File: src/rtl/background_render_ctrl.sv
// background_render_ctrl: scaled background renderer with a 3-stage ROM/palette pipeline and frame-synchronous scene switching.
// Optional feature macro BG_FADE_EN: per-frame fade-out/fade-in around each scene switch.
module background_render_ctrl #(
  parameter int IMG_W   = 160,
  parameter int SCENE_W = 2
) (
  input  logic               Clk,
  input  logic               Reset_n,
  input  logic [9:0]         DrawX,
  input  logic [9:0]         DrawY,
  input  logic               vde,
  input  logic               frame_start,
  input  logic               scene_req,
  input  logic [SCENE_W-1:0] scene_sel,
  output logic [SCENE_W+14:0] rom_addr,
  input  logic [4:0]         rom_q,
  output logic [4:0]         pal_index,
  input  logic [3:0]         pal_r,
  input  logic [3:0]         pal_g,
  input  logic [3:0]         pal_b,
  output logic [3:0]         vga_r,
  output logic [3:0]         vga_g,
  output logic [3:0]         vga_b,
  output logic               scene_ack,
  output logic               busy
);
  typedef enum logic [1:0] {
    ACTIVE,
    SWITCH
`ifdef BG_FADE_EN
    , FADE_OUT,
    FADE_IN
`endif
  } state_t;
  state_t state, state_n;
  logic [SCENE_W-1:0] scene, scene_n, tgt, tgt_n;
  logic pend, pend_n, ack_n;
  logic vde_d1, vde_d2;
  logic [14:0] offset;
`ifdef BG_FADE_EN
  logic [4:0] level, level_n;
  function automatic logic [3:0] scale(input logic [3:0] c, input logic [4:0] l);
    return 4'(({5'b0, c} * {4'b0, l}) >> 4);
  endfunction
`endif
  // One ROM pixel covers a 4x4 block of screen pixels; 15 bits hold the full 160x120 offset.
  assign offset = 15'(DrawY >> 2) * 15'(IMG_W) + 15'(DrawX >> 2);
  assign pal_index = rom_q;
  assign busy = (state != ACTIVE);
  // Stage 1 registers the ROM address and starts the vde delay line that tracks the ROM/palette stages.
  always_ff @(posedge Clk or negedge Reset_n) begin
    if (!Reset_n) begin
      rom_addr <= '0;
      vde_d1 <= 1'b0;
      vde_d2 <= 1'b0;
    end else begin
      rom_addr <= {scene, offset};
      vde_d1 <= vde;
      vde_d2 <= vde_d1;
    end
  end
  // Stage 3 registers the palette colour, blanked outside the visible region and scaled by the fade level.
  always_ff @(posedge Clk or negedge Reset_n) begin
    if (!Reset_n) begin
      vga_r <= 4'd0;
      vga_g <= 4'd0;
      vga_b <= 4'd0;
    end else begin
`ifdef BG_FADE_EN
      vga_r <= vde_d2 ? scale(pal_r, level) : 4'd0;
      vga_g <= vde_d2 ? scale(pal_g, level) : 4'd0;
      vga_b <= vde_d2 ? scale(pal_b, level) : 4'd0;
`else
      vga_r <= vde_d2 ? pal_r : 4'd0;
      vga_g <= vde_d2 ? pal_g : 4'd0;
      vga_b <= vde_d2 ? pal_b : 4'd0;
`endif
    end
  end
  // Scene-switch state register; reset abandons any transition in flight.
  always_ff @(posedge Clk or negedge Reset_n) begin
    if (!Reset_n) begin
      state <= ACTIVE;
      scene <= '0;
      tgt <= '0;
      pend <= 1'b0;
      scene_ack <= 1'b0;
`ifdef BG_FADE_EN
      level <= 5'd16;
`endif
    end else begin
      state <= state_n;
      scene <= scene_n;
      tgt <= tgt_n;
      pend <= pend_n;
      scene_ack <= ack_n;
`ifdef BG_FADE_EN
      level <= level_n;
`endif
    end
  end
  // Next-state logic: scene and level only move on frame_start; requests are ignored during the ack cycle.
  always_comb begin
    state_n = state;
    scene_n = scene;
    tgt_n = tgt;
    pend_n = pend;
    ack_n = 1'b0;
`ifdef BG_FADE_EN
    level_n = level;
`endif
    case (state)
      ACTIVE:
        if (pend) begin
          pend_n = !frame_start;
          ack_n = frame_start;
        end else if (scene_req && !scene_ack) begin
          pend_n = (scene_sel == scene);
          tgt_n = scene_sel;
`ifdef BG_FADE_EN
          state_n = (scene_sel == scene) ? ACTIVE : FADE_OUT;
`else
          state_n = (scene_sel == scene) ? ACTIVE : SWITCH;
`endif
        end
      SWITCH:
        if (frame_start) begin
          scene_n = tgt;
`ifdef BG_FADE_EN
          state_n = FADE_IN;
`else
          state_n = ACTIVE;
          ack_n = 1'b1;
`endif
        end
`ifdef BG_FADE_EN
      FADE_OUT:
        if (frame_start) begin
          level_n = level - 5'd1;
          state_n = (level == 5'd1) ? SWITCH : FADE_OUT;
        end
      FADE_IN:
        if (frame_start) begin
          level_n = level + 5'd1;
          state_n = (level == 5'd15) ? ACTIVE : FADE_IN;
          ack_n = (level == 5'd15);
        end
`endif
      default: state_n = ACTIVE;
    endcase
  end
endmodule

File: config.mk
export PLATFORM = sky130hd
export DESIGN_NAME = background_render_ctrl
export DESIGN_NICKNAME = d
export VERILOG_FILES = /design/src/rtl/background_render_ctrl.sv
export SDC_FILE = /design/constraint.sdc
export NUM_CORES = 1
export LEC_CHECK = 0
export ABC_AREA = 1
export CORE_MARGIN = 5
export CORE_UTILIZATION = 42
export CTS_CLUSTER_DIAMETER = 30
export DETAILED_ROUTE_END_ITERATION = 8
export PLACE_DENSITY = 0.89
export REMOVE_ABC_BUFFERS = 1
export SLEW_MARGIN = 25
export SYNTH_ARGS = -nofsm -noshare
export SYNTH_HDL_FRONTEND = slang
export SYNTH_SLANG_ARGS = --single-unit
File: constraint.sdc
create_clock -name Clk -period 1.6 [get_ports Clk]
set_clock_uncertainty 0.1 [all_clocks]
set_input_delay 0.32 -clock Clk [delete_from_list [all_inputs] [get_ports Clk]]
set_output_delay 0.32 -clock Clk [all_outputs]
set_load 0.01 [all_outputs]
After elaboration in Yosys (flattened, before gate mapping) --
Cells that the tools add are included.
Storage, ports and cells: flip-flop bits (word level) 39, latch bits 0, RAM bits 0, ROM bits 0, input port bits 44, output and inout port bits 36, word-level logic and storage cells 40, memories 0
Operators by class: $add $sub $neg 1, $mul 1, divide/modulo/power cells 0, magnitude comparators 0, eq/ne operators 5, shift operators 0, muxes and demuxes 13, bitwise operators 1, reduce and logical (&&, ||, !) cells 8
Operators by type and width (number):
- 15-bit by 8-bit adder with 15-bit output | 1
- 4-bit two-way mux | 3
- 8-bit by 3-bit multiplier with 10-bit output (second input constant) | 1
- 2-bit two-way mux | 3
- 2-bit inequality test (second input constant) | 3
- 3-bit AND reduction | 2
- 1-bit two-way mux | 5
- 2-bit case mux with 2 select lines | 1
- 2-bit by 1-bit == test with 1-bit output (second input constant) | 1
- 2-bit == test | 1
- 1-bit logical NOT | 2
- 2-bit logical NOT | 1
- 1-bit case mux with 2 select lines | 1
- 2-bit AND reduction | 1
- 2-bit nonzero test | 1
- 1-bit logical AND | 1
- 1-bit inverter | 1

Longest topological paths before layout --
Gate-level depths: netlist (run 1).
depth in word-level cells 5, mapped depth 12, gate-level depth less buffers 12

Least setup slack after synthesis (run 1) --
Ideal clock, no wire load.
path type in2reg, start in DrawY[3], end reg rom_addr[14], arrival time 1.999 ns, data required time 1.382 ns, path slack -0.617 ns, stages on the path 12, buffers on the path 0, cell sequence ha_1 > ha_1 > fa_1 > nand2_1 > inv_1 > nand4_1 > nand2_1 > inv_1 > nor2_2 > nand3_1 > nand2_1 > nand2_1
On the way: word-level cells in the longest chain between the ends 2
Ends and longest elaborated chain:
- from (decl) | line 10 | input logic [9:0] DrawY,
- 8-bit by 3-bit multiplier with 10-bit output | line 47 | assign offset = 15'(DrawY >> 2) * 15'(IMG_W) + 15'(DrawX >> 2);
- 15-bit by 8-bit adder with 15-bit output | line 47
- net offset[14] | line 39 | logic [14:0] offset;
- to (signal assigned) | line 57 | rom_addr <= {scene, offset};
- to (decl) | line 15 | output logic [SCENE_W+14:0] rom_addr,
The timed path passes the listed nets, and every way through them passes these cells. A chain may end at the register's enable or synchronous reset.

Worst setup path in the final report (run 1) --
start in DrawY[3], end reg rom_addr[12]
Same word-level chain as after synthesis.

==> qor.yml, run 1 <==
hpwlAfterDp_mm: 3.19
setup_ws_ps: -357
finalCritPeriodShare: 1.22
clockRootBuffer: "clkbuf_8"
cts_tree: "done"
crit_slowest_cell: "fa_2"
nNetsFinal: 335
chipHeight_um: 75.7
htreeDepth: 2
r2r_end: "tgt[0]$_DFFE_PN0P_"
postSynthAreaPerCell_sq_um: 10.2
p_sw_uw: 848
syn_to_final_growth_pct: 66.2
grt_pass1_wl_mm: 7.01
synth-seq-area-share: 0.525
grt_max_degree: 17
drv_slew: 0
crit_fanout: 3
min_from: "vde_d1$_DFF_PN0_"
dp.cells: 308
initial_core_util: 0.443
die_w_um: 75.7
fin_crit_ps: 1960
n_antenna_cell: 0
finalCoreUtilization: 0.737
power_mw: 2.92
p_comb_frac: 0.378
drtAntennaViolNets: 0
worstSetupEndpointType: "flip-flop"
register_area_sq_um: 951
tns_ps: -1280
instances_no_fill: 324
place.gp.congestion: 0.802
die-area_sq_um: 5730
worstPathArrival_ps: 2070
pwr-share-seq: 0.420
avgRoutedWirePerCell_um: 13.8
nFillCells: 300
multi_input_area_sq_um: 910
holdPathEnd: "vde_d2$_DFF_PN0_"
swShare: 0.290
grt_pass1_vias: 1629
clk_latency_ps: 280
io_pins: 80
fmax_ghz: 0.511
required_ps: 1710
crit_path_start_kind: "primary input"
pwr-share-clk: 0.202
status: "finished, violations left"
dr_total_vias: 1505
rsz0062_at_grt: "yes"
antenna_found_initial: 0
drt_wl_total_mm: 4.48
crit_type: "primary input to flip-flop"
clockBufferDepth: 2
rows: 23
final_area_sq_um: 3010
io_buffers: 65
yosysWarnings: 0
setup_viol: 5
leakagePower_nw: 1.58
tightest_slew_ps: 368
worstHoldPathCells: 0
final_hold_viol_count: 0
rr_startpoint: "state[0]$_DFFE_PN0P_"
ys_types: 21
r2r_cells: 4
first_pass_iters: 4
synth_seq_cells: 38
relSlewSlack: 0.755
failed_checks: "setup timing"
grt-ovfl-total: 0
power_density_nw_per_um2: 971
p_int_mw: 2.08
cts.sinks: 38
crit_chain: "buf_8 -> ha_4 -> ha_4 -> fa_2 -> nand2_2 -> inv_2 -> nand4_1 -> nand2_2 -> inv_2 -> nor2_4 -> buf_6 -> xor2_1"
grt_usage: 0.166
syn_area_sq_um: 1810
drive_gt1_frac: 0.277
cap_viol_max_count: 0
routed_via_density: 4.65
drc: 0
cts_buffers: 5
irDropWorstVdd_mv: 0.401
place_area_sq_um: 2640
critPathMaxStageDelay_ps: 540
hold_class: "flip-flop to flip-flop"
core_area_sq_um: 4090
drt-initial-drc-count: 37
clkTransAtPathRegs_ps: 70
rrSetupSlack_ps: 210
syn-instance-count: 178
-- metal layers --
metal,routed length (um),GRT usage,up-vias
met5,0,0,-
li1,-,-,738
met4,82,0.0932,0
met3,305,0.0422,9
met2,2630,0.322,54
met1,1460,0.154,704
-- state kept, by name (all words and copies together) (netlist names) --
register / cells
pend: 1
rom_addr: 17
scene_ack: 1
vde_d1: 1
tgt: 2
vde_d2: 1
scene: 2
vga_r: 4
vga_g: 4
vga_b: 4
state: 1
-- cell usage in the layout (no fill, tap or decap), types with 2 or more instances in the layout --
cell type / n
ha_4: 12
nand2_1: 38
nand3_1: 6
o21ai_0: 3
xnor2_1: 5
nand4_1: 4
clkdlybuf4s50_1: 40
xor2_1: 4
dfrtp_1: 38
nand3_2: 4
clkbuf_8: 5
nand2_2: 5
buf_2: 3
inv_1: 25
ha_1: 3
dlymetal6s2s_1: 12
clkbuf_1: 2
fa_2: 2
a21oi_1: 3
dlygate4sd2_1: 6
mux2_2: 4
nor2_1: 5
buf_6: 3
buf_4: 28
inv_2: 4
-- synth_stat cells, drive strengths merged --
cell type,count,share of area
o21ai,4,0.013
nand3b,1,0.0041
inv,29,0.060
buf,6,0.025
clkbuf,1,0.0021
nand3,10,0.030
a21oi,3,0.0083
ha,15,0.10
dfrtp,38,0.52
nor2,6,0.014
nand4,4,0.014
mux2,4,0.025
xor2,6,0.037
fa,2,0.022
a31oi,1,0.0035
nand2,43,0.089
xnor2,5,0.024
-- repair_timing --
action / 4_1_cts / 5_1_grt
gates resized for setup: 49 / 29
pin swaps: 19 / 14
hold buffers: 1 / 0
endpoints found under the setup margin: 10 / 18
setup buffers: 6 / 3
hold endpoints to repair: 7 / 0
-- power by group through the flow --
stage | logic (mW) | registers (mW) | clock network [mW]
floorplan | 0.378 | 1.31 | 0
global placement | 0.937 | 1.25 | 0
detailed placement | 0.967 | 1.26 | 0
CTS | 1.05 | 1.23 | 0.611
global route | 1.22 | 1.25 | 0.658
finish | 1.11 | 1.23 | 0.589
-- final cells by class --
cell class,instances,share of cell area
clock buffer,7,0.0254
multi-input combinational,104,0.302
inverter,29,0.0362
sequential,38,0.316
timing repair buffer,96,0.300
tap,50,0.0208
-- worst max-delay path by stage --
| stage | slack (ps) | to | from | cells after the start |
|---|---|---|---|---|
| CTS | -350 | rom_addr[14]$_DFF_PN0_ | DrawY[5] | 13 |
| floorplan | -620 | rom_addr[14]$_DFF_PN0_ | DrawY[3] | 12 |
| global route | -470 | rom_addr[12]$_DFF_PN0_ | DrawY[3] | 12 |
| global placement | -1040 | rom_addr[14]$_DFF_PN0_ | DrawY[3] | 13 |
| finish | -360 | rom_addr[12]$_DFF_PN0_ | DrawY[3] | 12 |
| detailed placement | -1140 | rom_addr[14]$_DFF_PN0_ | DrawY[3] | 13 |
-- critical path, delay by kind of cell --
family	cells	cell delay, ps
xor gates and xnor gates	1	130
buffers and inverters	4	310
and+or+nand+nor	4	360
adders and majority gates	3	940
-- cells by family (layout without fill, tap and decap cells) --
family / Yosys count / after routing / synth area share
buffers and inverters: 36 / 132 / 0.0870
multiplexers: 4 / 4 / 0.0249
AO/OA/AOI/OAI: 8 / 8 / 0.0249
XOR/XNOR: 11 / 11 / 0.0615
adder cells (fa/ha/maj): 17 / 17 / 0.126
AND/OR/NAND/NOR: 64 / 64 / 0.151
flip-flops: 38 / 38 / 0.525
-- metrics by stage --
stage | hold WS [ps] | worst slack [ps]
CTS | 276 | -345
finish | 263 | -357
global route | 271 | -473
detailed placement | 77.2 | -1140
global placement | 74.1 | -1040
floorplan | -75.6 | -617
Note: power is estimated with default switching activity, not from simulation.
==> run 2: changes to the inputs <==
- ABC_AREA: 1 -> default
- CORE_UTILIZATION: 42 -> 41
==> run 2 against run 1 <==
  * The flow still finishes with violations (setup timing)
  * Global-route usage decreased by 1.4 points
  * Worst setup slack got worse by 36 ps
  * Register-to-register slack got worse by 130 ps
  * Final area increased by 1.7%
  * Die area decreased by 2.6%
  * Worst hold slack got worse by 1.9 ps
  * Area after synthesis decreased by 5.2%
  * Synthesized cell count decreased by 24%
  * Sequential share of layout area decreased by 0.52 points
  * Total power increased by 9.8%
==> qor.yml, run 2 <==
status: "finished, violations left"  # unchanged
failed_checks: "setup timing"  # unchanged
p_int_mw: 2.33  # was 2.08 mW
dr_total_vias: 1384  # was 1505
grt-ovfl-total: 0  # unchanged
drt-initial-drc-count: 15  # was 37
avgRoutedWirePerCell_um: 15.2  # was 13.8 um
synth_ff_type: "dfrtp_1"  # unchanged
hpwlAfterDp_mm: 3.03  # was 3.19 mm
first_pass_iters: 4  # unchanged
setup_ws_ps: -392  # was -357 ps
relSlewSlack: 0.690  # was 0.755
crit_fanout: 3  # unchanged
p_sw_uw: 879  # was 848 uW
final_cell_mix: "38 x dfrtp_1, 36 x clkdlybuf4s50_1, 30 x buf_4"  # was 40 x clkdlybuf4s50_1, 38 x nand2_1, 38 x dfrtp_1
pwr-share-clk: 0.240  # was 0.202
fin_crit_ps: 1990  # was 1960 ps
place_area_sq_um: 2590  # was 2640 sq um
final_hold_viol_count: 0  # unchanged
die-area_sq_um: 5580  # was 5730 sq um
postSynthAreaPerCell_sq_um: 12.6  # was 10.2 sq um
initial_core_util: 0.426  # was 0.443
syn-instance-count: 136  # was 178
yosys.area.top_type: "dfrtp_1"  # unchanged
power_mw: 3.21  # was 2.92 mW
synth-seq-area-share: 0.554  # was 0.525
hold_ws_ps: 261  # was 263 ps
cts.sinks: 38  # unchanged
fmax_ghz: 0.502  # was 0.511 GHz
n_antenna_cell: 0  # unchanged
worstPathArrival_ps: 2050  # was 2070 ps
drive_gt1_frac: 0.357  # was 0.277
dp.cells: 273  # was 308
required_ps: 1660  # was 1710 ps
grt_pass1_vias: 1372  # was 1629
drc: 0  # unchanged
instances_no_fill: 288  # was 324
rsz0062_at_grt: "yes"  # unchanged
htreeDepth: 2  # unchanged
clockBufferDepth: 2  # unchanged
drtAntennaViolNets: 0  # unchanged
tightest_slew_ps: 465  # was 368 ps
pre_cts_ws_ps: -1260  # was -1140 ps
final_common_cell: "dfrtp_1"  # was clkdlybuf4s50_1
syn_to_final_growth_pct: 78.3  # was 66.2%
ys_types: 29  # was 21
irDropWorstVdd_mv: 0.449  # was 0.401 mV
io_pins: 80  # unchanged
final_area_sq_um: 3060  # was 3010 sq um
tns_ps: -1570  # was -1280 ps
drt_wl_total_mm: 4.37  # was 4.48 mm
yosysWarnings: 0  # unchanged
grt_max_degree: 39  # was 17
crit_path_start_kind: "primary input"  # unchanged
synth_seq_cells: 38  # unchanged
finalCoreUtilization: 0.760  # was 0.737
routed_via_density: 4.81  # was 4.65
regMostFlops: "rom_addr"  # unchanged
setup_viol: 5  # unchanged
drv_slew: 0  # unchanged
core_area_sq_um: 4030  # was 4090 sq um
largest_reg_flops: 17  # unchanged
p_comb_frac: 0.374  # was 0.378
grt_usage: 0.152  # was 0.166
yosysMostFrequentCell: "dfrtp_1"  # was nand2_1
clkTransAtPathRegs_ps: 70  # about the same
io_buffers: 65  # unchanged
clk_latency_ps: 280  # about the same
clockRootBuffer: "clkbuf_8"  # unchanged
netlist.area_leader.share: 0.554  # was 0.525
syn_area_sq_um: 1720  # was 1810 sq um
antenna_found_initial: 0  # unchanged
synth_edf_count: 0  # unchanged
grt_pass1_wl_mm: 6.18  # was 7.01 mm
synthArstFlopShare: 1.00  # unchanged
die_w_um: 74.7  # was 75.7 um
crit_type: "primary input to flip-flop"  # unchanged
cap_viol_max_count: 0  # unchanged
cts_buffers: 5  # unchanged
nFillCells: 268  # was 300
finalCritPeriodShare: 1.25  # was 1.22
cts_tree: "done"  # unchanged
worstSetupEndpointType: "flip-flop"  # unchanged
hold_class: "flip-flop to flip-flop"  # unchanged
synth_top_cells_by_area: "dfrtp_1 55%, ha_1 11%, xnor2_1 5.1%, and2_1 4.4%, mux2_2 2.6%"  # was dfrtp_1 52%, ha_1 10%, nand2_1 8.9%, inv_1 6.0%, nand3_1 2.5%
chipHeight_um: 74.7  # was 75.7 um
rows: 23  # unchanged
swShare: 0.274  # was 0.290
power_density_nw_per_um2: 1050  # was 971 nW/um^2
ys_top_cells_by_count: "38 x dfrtp_1, 15 x ha_1, 12 x and2_1"  # was 43 x nand2_1, 38 x dfrtp_1, 29 x inv_1
place.gp.congestion: 0.778  # was 0.802
nNetsFinal: 298  # was 335
pwr-share-seq: 0.386  # was 0.420
leakagePower_nw: 1.50  # was 1.58 nW
## run 2: kinds of logic (layout without fill, tap and decap cells)
group,after synthesis,after routing,synth area share
adders and majority gates,17,17,0.133
DFF,38,38,0.554
and+or+nand+nor,34,34,0.114
muxes,4,4,0.0262
AOI/OAI and AO/OA,16,16,0.0656
buffers and inverters,14,116,0.0415
xor gates and xnor gates,13,13,0.0663
## run 2: cell type report
type                       instances  area (sq um)  share of cell area
sequential                        38           951               0.311
tap                               50          62.6              0.0204
inverter                           8          30.0             0.00981
clock buffer                       7          76.3              0.0249
timing repair buffer             100           946               0.309
clock inverter                     1          30.0             0.00981
multi-input combinational         84           965               0.315
## run 2: power groups by stage
| stage | Clock [mW] | Combinational, mW | Sequential, mW |
|---|---|---|---|
| 2_1_floorplan | 0 | 0.368 | 1.33 |
| 3_5_place_dp | 0 | 1.01 | 1.27 |
| 3_3_place_gp | 0 | 0.976 | 1.27 |
| 6_report | 0.769 | 1.20 | 1.24 |
| 4_1_cts | 0.787 | 1.13 | 1.24 |
| 5_1_grt | 0.836 | 1.30 | 1.26 |
## run 2: what timing repair did
item                                    CTS  global route
endpoints found under the hold margin    31             0
buffers inserted                          4             2
endpoints found under the setup margin   10            24
hold buffers                              1             0
resized for setup                        58            32
pin swaps                                23            14
## run 2: layer usage
metal  vias up  GRT usage  share of wire
met3         6     0.0534          0.078
met5         -          0              0
met2        59      0.297           0.57
met4         0     0.0593          0.014
li1        651          -              -
met1       668      0.142           0.34
## run 2: critical path, cell delays in order
cell	delay (ps)
buf_8	100
buf_4	130
ha_4	220
ha_4	290
o21ai_4	60
or4b_4	540
o2111ai_4	120
nand4_2	130
xnor2_1	140
## run 2: final timing paths
kind / depth (start not counted) / from / slack (ps) / end
max: 9 / DrawY[5] / -390 / rom_addr[14]$_DFF_PN0_
min: 0 / vde_d1$_DFF_PN0_ / 260 / vde_d2$_DFF_PN0_
max reg2reg: 4 / state[0]$_DFFE_PN0P_ / 80 / tgt[1]$_DFFE_PN0P_
min reg2reg: 0 / vde_d1$_DFF_PN0_ / 260 / vde_d2$_DFF_PN0_
max in group asynchronous: 3 / Reset_n / 560 / tgt[0]$_DFFE_PN0P_
min in group asynchronous: 3 / Reset_n / 510 / vga_b[1]$_DFF_PN0_
==> RTL edit 1, RTL diff (settings of run 1) <==
Add a define of `BG_FADE_EN`.
--- a/src/rtl/background_render_ctrl.sv
+++ b/src/rtl/background_render_ctrl.sv
@@ -1,5 +1,7 @@
 // background_render_ctrl: scaled background renderer with a 3-stage ROM/palette pipeline and frame-synchronous scene switching.
 // Optional feature macro BG_FADE_EN: per-frame fade-out/fade-in around each scene switch.
+`define BG_FADE_EN
+
 module background_render_ctrl #(
   parameter int IMG_W   = 160,
   parameter int SCENE_W = 2
Check against the original RTL: not equivalent (a bounded check fails within 4 cycles, from zero or initial values and one cycle with Reset_n low).
==> RTL edit 1 against run 1 <==
  * The flow still finishes with violations (setup timing)
  * Worst setup slack got worse by 790 ps
  * Critical path type is now flip-flop to flip-flop
  * Count of clock-buffer cells in the layout decreased by 2
  * Largest power group is now combinational logic
  * Critical path depth increased by 1
  * Wire length increased by 130%
  * Clock power increased by 54%
  * Synthesized area increased by 100%
  * Total power increased to 3.3 times the old value
  * Global-route usage increased by 1.9 points
  * Sequential cell count increased by 6
  * Design area increased by 89%
==> RTL edit 1: results (changes against run 1) <==
- The via count of the first global-routing pass is 3756 (was 1629).
- Synth cell count leaders: nand2_1 (113), inv_1 (84), ha_1 (50) (was nand2_1 (43), dfrtp_1 (38), inv_1 (29)).
- The worst setup slack after placement came to -1730 ps (was -1140 ps).
- The clock latency on the worst-skew pair is 310 ps (was 280 ps).
- The met2 usage was 34.7% (was 32.2%).
- The start-to-end type of the worst setup path is flip-flop to flip-flop (was input port to flip-flop).
- The maximum number of pins on one net before global-route repair is 45 (was 17).
- The remaining max-slew budget at the tightest pin is 79.1% (was 75.5%).
- Failing checks: setup timing (unchanged).
- The clock slew seen by the registers of the worst setup and hold paths was 100 ps (was 70 ps).
- The initial antenna violation count is 3 (was 0).
- The wire length on met3 is 607 um (was 305 um).
- The number of sequential storage elements is 44 (was 38).
- The sum of negative setup slack came to -14530 ps (was -1280 ps).
- The post-CTS repair timing setup buffer count is 8 (was 6).
- The global placement routability congestion is 0.923 (was 0.802).
- Largest cells by area after synthesis: dfrtp_1 (29%), ha_1 (17%), nand2_1 (12%), fa_1 (9.2%), inv_1 (8.6%) (was dfrtp_1 (52%), ha_1 (10%), nand2_1 (8.9%), inv_1 (6.0%), nand3_1 (2.5%)).
- The share of cells above drive strength 1 came to 34.7% (was 27.7%).
- Outcome: complete, but fails checks (unchanged).
- The combined area of the multi-input logic cells is 0.00277 mm2 (was 910 um2).
- The post-synthesis area per instance came to 8.12 um2 (was 10.2 um2).
- The number of setup violations in the final report is 21 (was 5).
- The sequential area share after synthesis was 29.9% (was 52.5%).
- The startpoint of the most critical register-to-register path is level[2] (was state[0]).
- The worst setup margin was -1150 ps (was -357 ps).
- The buffering overhead is 21.8% (was 30.0%).
- The DRC marker count from the first detailed-route iteration is 113 (was 37).
- The post-detailed-route wirelength per cell is 14.7 um (was 13.8 um).
- The global-route wire length before repair was 16.8 mm (was 7.01 mm).
- The number of cell instances on the worst register-to-register path was 13 (was 4).
- The total of clock buffers placed in the layout came to 5 (was 7).
- The leakage power total is 0.00301 uW (was 0.00158 uW).
- The fraction of power consumed by the clock network is 9.6% (was 20.2%).
- The share of the final layout cell area in sequential cells came to 19.5% (was 31.6%).
## RTL edit 1: cell types whose count changed after synthesis, sizes merged, moves of 4 or more
cell / change
nor2: +12
xor2: +7
mux2: -4
ha: +35
or2: +4
dfrtp: +5
a21oi: +22
inv: +56
nand4: +8
fa: +15
o21ai: +20
nand2: +71
## RTL edit 1: cells by family (layout without fill, tap and decap cells)
group / after synthesis / in the layout / synth area share (%)
xor gates and xnor gates: 20 / 20 / 5.16
buffers and inverters: 98 / 235 / 10.6
AOI/OAI and AO/OA: 62 / 62 / 9.57
DFF: 44 / 44 / 29.9
adders and majority gates: 67 / 67 / 26.2
other: 0 / 1 / 0
and+or+nand+nor: 163 / 163 / 18.5
## RTL edit 1: worst register-to-register path, delay by kind of cell, from the launching register on
kind | cells | cell delay [ps]
and+or+nand+nor | 4 | 310
buffers and inverters | 3 | 140
AOI/OAI and AO/OA | 3 | 300
DFF | 1 | 500
adders and majority gates | 3 | 1290
==> RTL edit 2, RTL diff (settings of run 1) <==
Without the edit above. Take the reset off `rom_addr` and load it in a clocked block of its own.
--- a/src/rtl/background_render_ctrl.sv
+++ b/src/rtl/background_render_ctrl.sv
@@ -50,14 +50,16 @@
   // Stage 1 registers the ROM address and starts the vde delay line that tracks the ROM/palette stages.
   always_ff @(posedge Clk or negedge Reset_n) begin
     if (!Reset_n) begin
-      rom_addr <= '0;
       vde_d1 <= 1'b0;
       vde_d2 <= 1'b0;
     end else begin
-      rom_addr <= {scene, offset};
       vde_d1 <= vde;
       vde_d2 <= vde_d1;
     end
+  end
+
+  always_ff @(posedge Clk) begin
+    rom_addr <= {scene, offset};
   end
   // Stage 3 registers the palette colour, blanked outside the visible region and scaled by the fade level.
   always_ff @(posedge Clk or negedge Reset_n) begin
Formal check against the unedited RTL: not equivalent (Yosys sat finds a counterexample within 4 cycles, from zero or initial values and one cycle with Reset_n low).
==> RTL edit 2 against run 1 <==
  * The run still ends with setup timing left
  * Core utilization down 0.57 points
  * Design area is 2.9% lower
  * Highest routed layer unchanged
  * Synthesized area decreased by 4.7%
  * Sequential cell count is the same
  * Largest cell class is now multi-input gates
  * Largest power group unchanged
  * Synthesized cell count did not move
  * Clock power grew 65%
  * Total power increased by 13%
  * Wire length shrank 2.8%
  * Worst setup slack improved by 28 ps
  * Sequential power barely moved
  * Sequential share of layout area shrank 2.0 points
  * First-iteration DRC count increased by 59%
==> RTL edit 2: results (changes against run 1) <==
- Outcome: complete, but fails checks (unchanged).
- Failing checks: setup timing (unchanged).
- The diode insertion count for antenna repair was 0 (unchanged).
- The net count of the finished layout came to 330 (was 335).
- The arrival time at the worst endpoint is 2000 ps (was 2070 ps).
- The count of state elements after synthesis is 38 (unchanged).
- The combined global-route utilization of all metal layers is 15.6% (was 16.6%).
- The DRC marker count from the first detailed-route iteration was 59 (was 37).
- The sequential area share after synthesis is 50.1% (was 52.5%).
- The fraction of registers with async set or reset after synthesis came to 55.3% (was 100%).
- The worst setup margin is -328 ps (was -357 ps).
- The sum of net half-perimeters after detailed placement is 3.05 mm (was 3.19 mm).
- The number of setup violations in the final report is 5 (unchanged).
- The worst setup slack after placement is -1130 ps (was -1140 ps).
- The number of buffers inserted by port buffering came to 65 (unchanged).
- The total iterations of the first detailed-routing run came to 4 (unchanged).
- The number of distinct standard cells referenced by the synthesized netlist was 22 (was 21).
- The master of the slowest instance on the critical path is fa_1 (was fa_2).
- The via total after detailed routing is 1498 (was 1505).
- The biggest cell delay along the critical path was 490 ps (was 540 ps).
- The maximum number of pins on one net before global-route repair is 22 (was 17).
- The maximum count of clock buffers along a single path is 2 (unchanged).
- The register containing the most flip-flops in the final layout is rom_addr (unchanged).
- The Yosys warning count is 0 (unchanged).
- The maximum resistive drop on vdd is 0.412 mV (was 0.401 mV).
- The number of CTS-inserted buffers is 5 (unchanged).
- Synth cell count leaders: nand2_1 (43), inv_1 (29), dfrtp_1 (21) (was nand2_1 (43), dfrtp_1 (38), inv_1 (29)).
- The initial antenna violation count is 0 (unchanged).
- The global placement routability congestion is 0.828 (was 0.802).
- The share of cells above drive strength 1 is 25.2% (was 27.7%).
- The cell area after placement is 0.00255 mm2 (was 0.00264 mm2).
- Largest cells by area after synthesis: dfrtp_1 (30%), dfxtp_1 (20%), ha_1 (11%), nand2_1 (9.3%), inv_1 (6.3%) (was dfrtp_1 (52%), ha_1 (10%), nand2_1 (8.9%), inv_1 (6.0%), nand3_1 (2.5%)).
- The number of flip-flops under the largest register name is 17 (unchanged).
- The number of levels the H-tree was split into is 2 (unchanged).
- The clock slew seen by the registers of the worst setup and hold paths came to 70 ps (about the same).
- The worst-path maximum fanout is 3 (unchanged).
- The global-route wire length before repair is 6.46 mm (was 7.01 mm).
- The remaining max-slew budget at the tightest pin is 75.9% (was 75.5%).
- The root cell of the clock tree is clkbuf_8 (unchanged).
- The post-detailed-route wirelength per cell was 13.6 um (was 13.8 um).
- The most common cell after layout, fill and taps aside is clkdlybuf4s50_1 (unchanged).
- The leakage power total is 0.00152 uW (was 0.00158 uW).
- The clock latency on the worst-skew pair came to 280 ps (about the same).
- The count of filler cells inserted in the layout is 263 (was 300).
## RTL edit 2: cell types whose count changed after synthesis, sizes merged
cell and delta:
dfrtp -17, dfxtp +17
## RTL edit 2: power breakdown
| part | leakage, uW | internal (uW) | total [uW] | switching, uW |
|---|---|---|---|---|
| clock network | 0.0000714 | 664 | 971 | 307 |
| registers | 0.000408 | 1150 | 1230 | 78.1 |
| logic | 0.00104 | 620 | 1090 | 472 |
| total | 0.00152 | 2440 | 3290 | 857 |
## RTL edit 2: path summary, 6_finish.rpt
kind | slack (ps) | to | depth (start not counted) | from
min in group asynchronous | 290 | scene_ack | 2 | Reset_n
max in group asynchronous | 900 | scene[1] | 2 | Reset_n
worst min register to register | 250 | vde_d2 | 0 | vde_d1
worst min-delay path | 250 | vde_d2 | 0 | vde_d1
worst max-delay path | -330 | rom_addr[14] | 13 | DrawY[3]
worst max register to register | 190 | tgt[1] | 4 | state[0]
## RTL edit 2: critical path: cells and delay by family
kind / cells / cell delay [ps]
adders and majority gates: 3 / 890
buffers and inverters: 3 / 210
and+or+nand+nor: 7 / 570
## RTL edit 2: logic make-up after synthesis
family / count (synthesis) / share of synthesized area [%]
AOI/OAI and AO/OA: 8 / 2.61
xor gates and xnor gates: 11 / 6.45
adders and majority gates: 17 / 13.2
buffers and inverters: 36 / 9.13
DFF: 38 / 50.1
muxes: 4 / 2.61
and+or+nand+nor: 64 / 15.9
## RTL edit 2: metrics by stage
step / setup TNS (ps) / power, uW / std cells
final: -1240 / 3290 / 320
after global routing: -1550 / 3480 / 320
after CTS: -1310 / 3280 / 318
after detailed placement: -6830 / 2220 / 307
after global placement: -6380 / 2180 / 307
after floorplan: -2450 / 1690 / 171
## RTL edit 2: cell type report
class / count / area [um2] / area share [%]
Clock buffer: 6 / 82.6 / 2.82
Multi-Input combinational cell: 104 / 885 / 30.3
Sequential cell: 38 / 866 / 29.6
Timing Repair Buffer: 91 / 860 / 29.4
Clock inverter: 2 / 60.1 / 2.05
Inverter: 29 / 109 / 3.72
Tap cell: 50 / 62.6 / 2.14
## RTL edit 2: routing by layer
layer	vias to the layer above	global-route usage, %	wire, um
met5	-	0	0
met2	71	30.2	2330
met4	0	6.84	123
met3	15	4.46	358
li1	730	-	-
met1	682	15.1	1540
## RTL edit 2: timing repair
item                       in CTS  in global routing
gates resized for setup        44                 24
setup endpoints to repair       9                 13
pin swaps                      16                  9
cloned                          0                  0
buffers inserted                3                  2
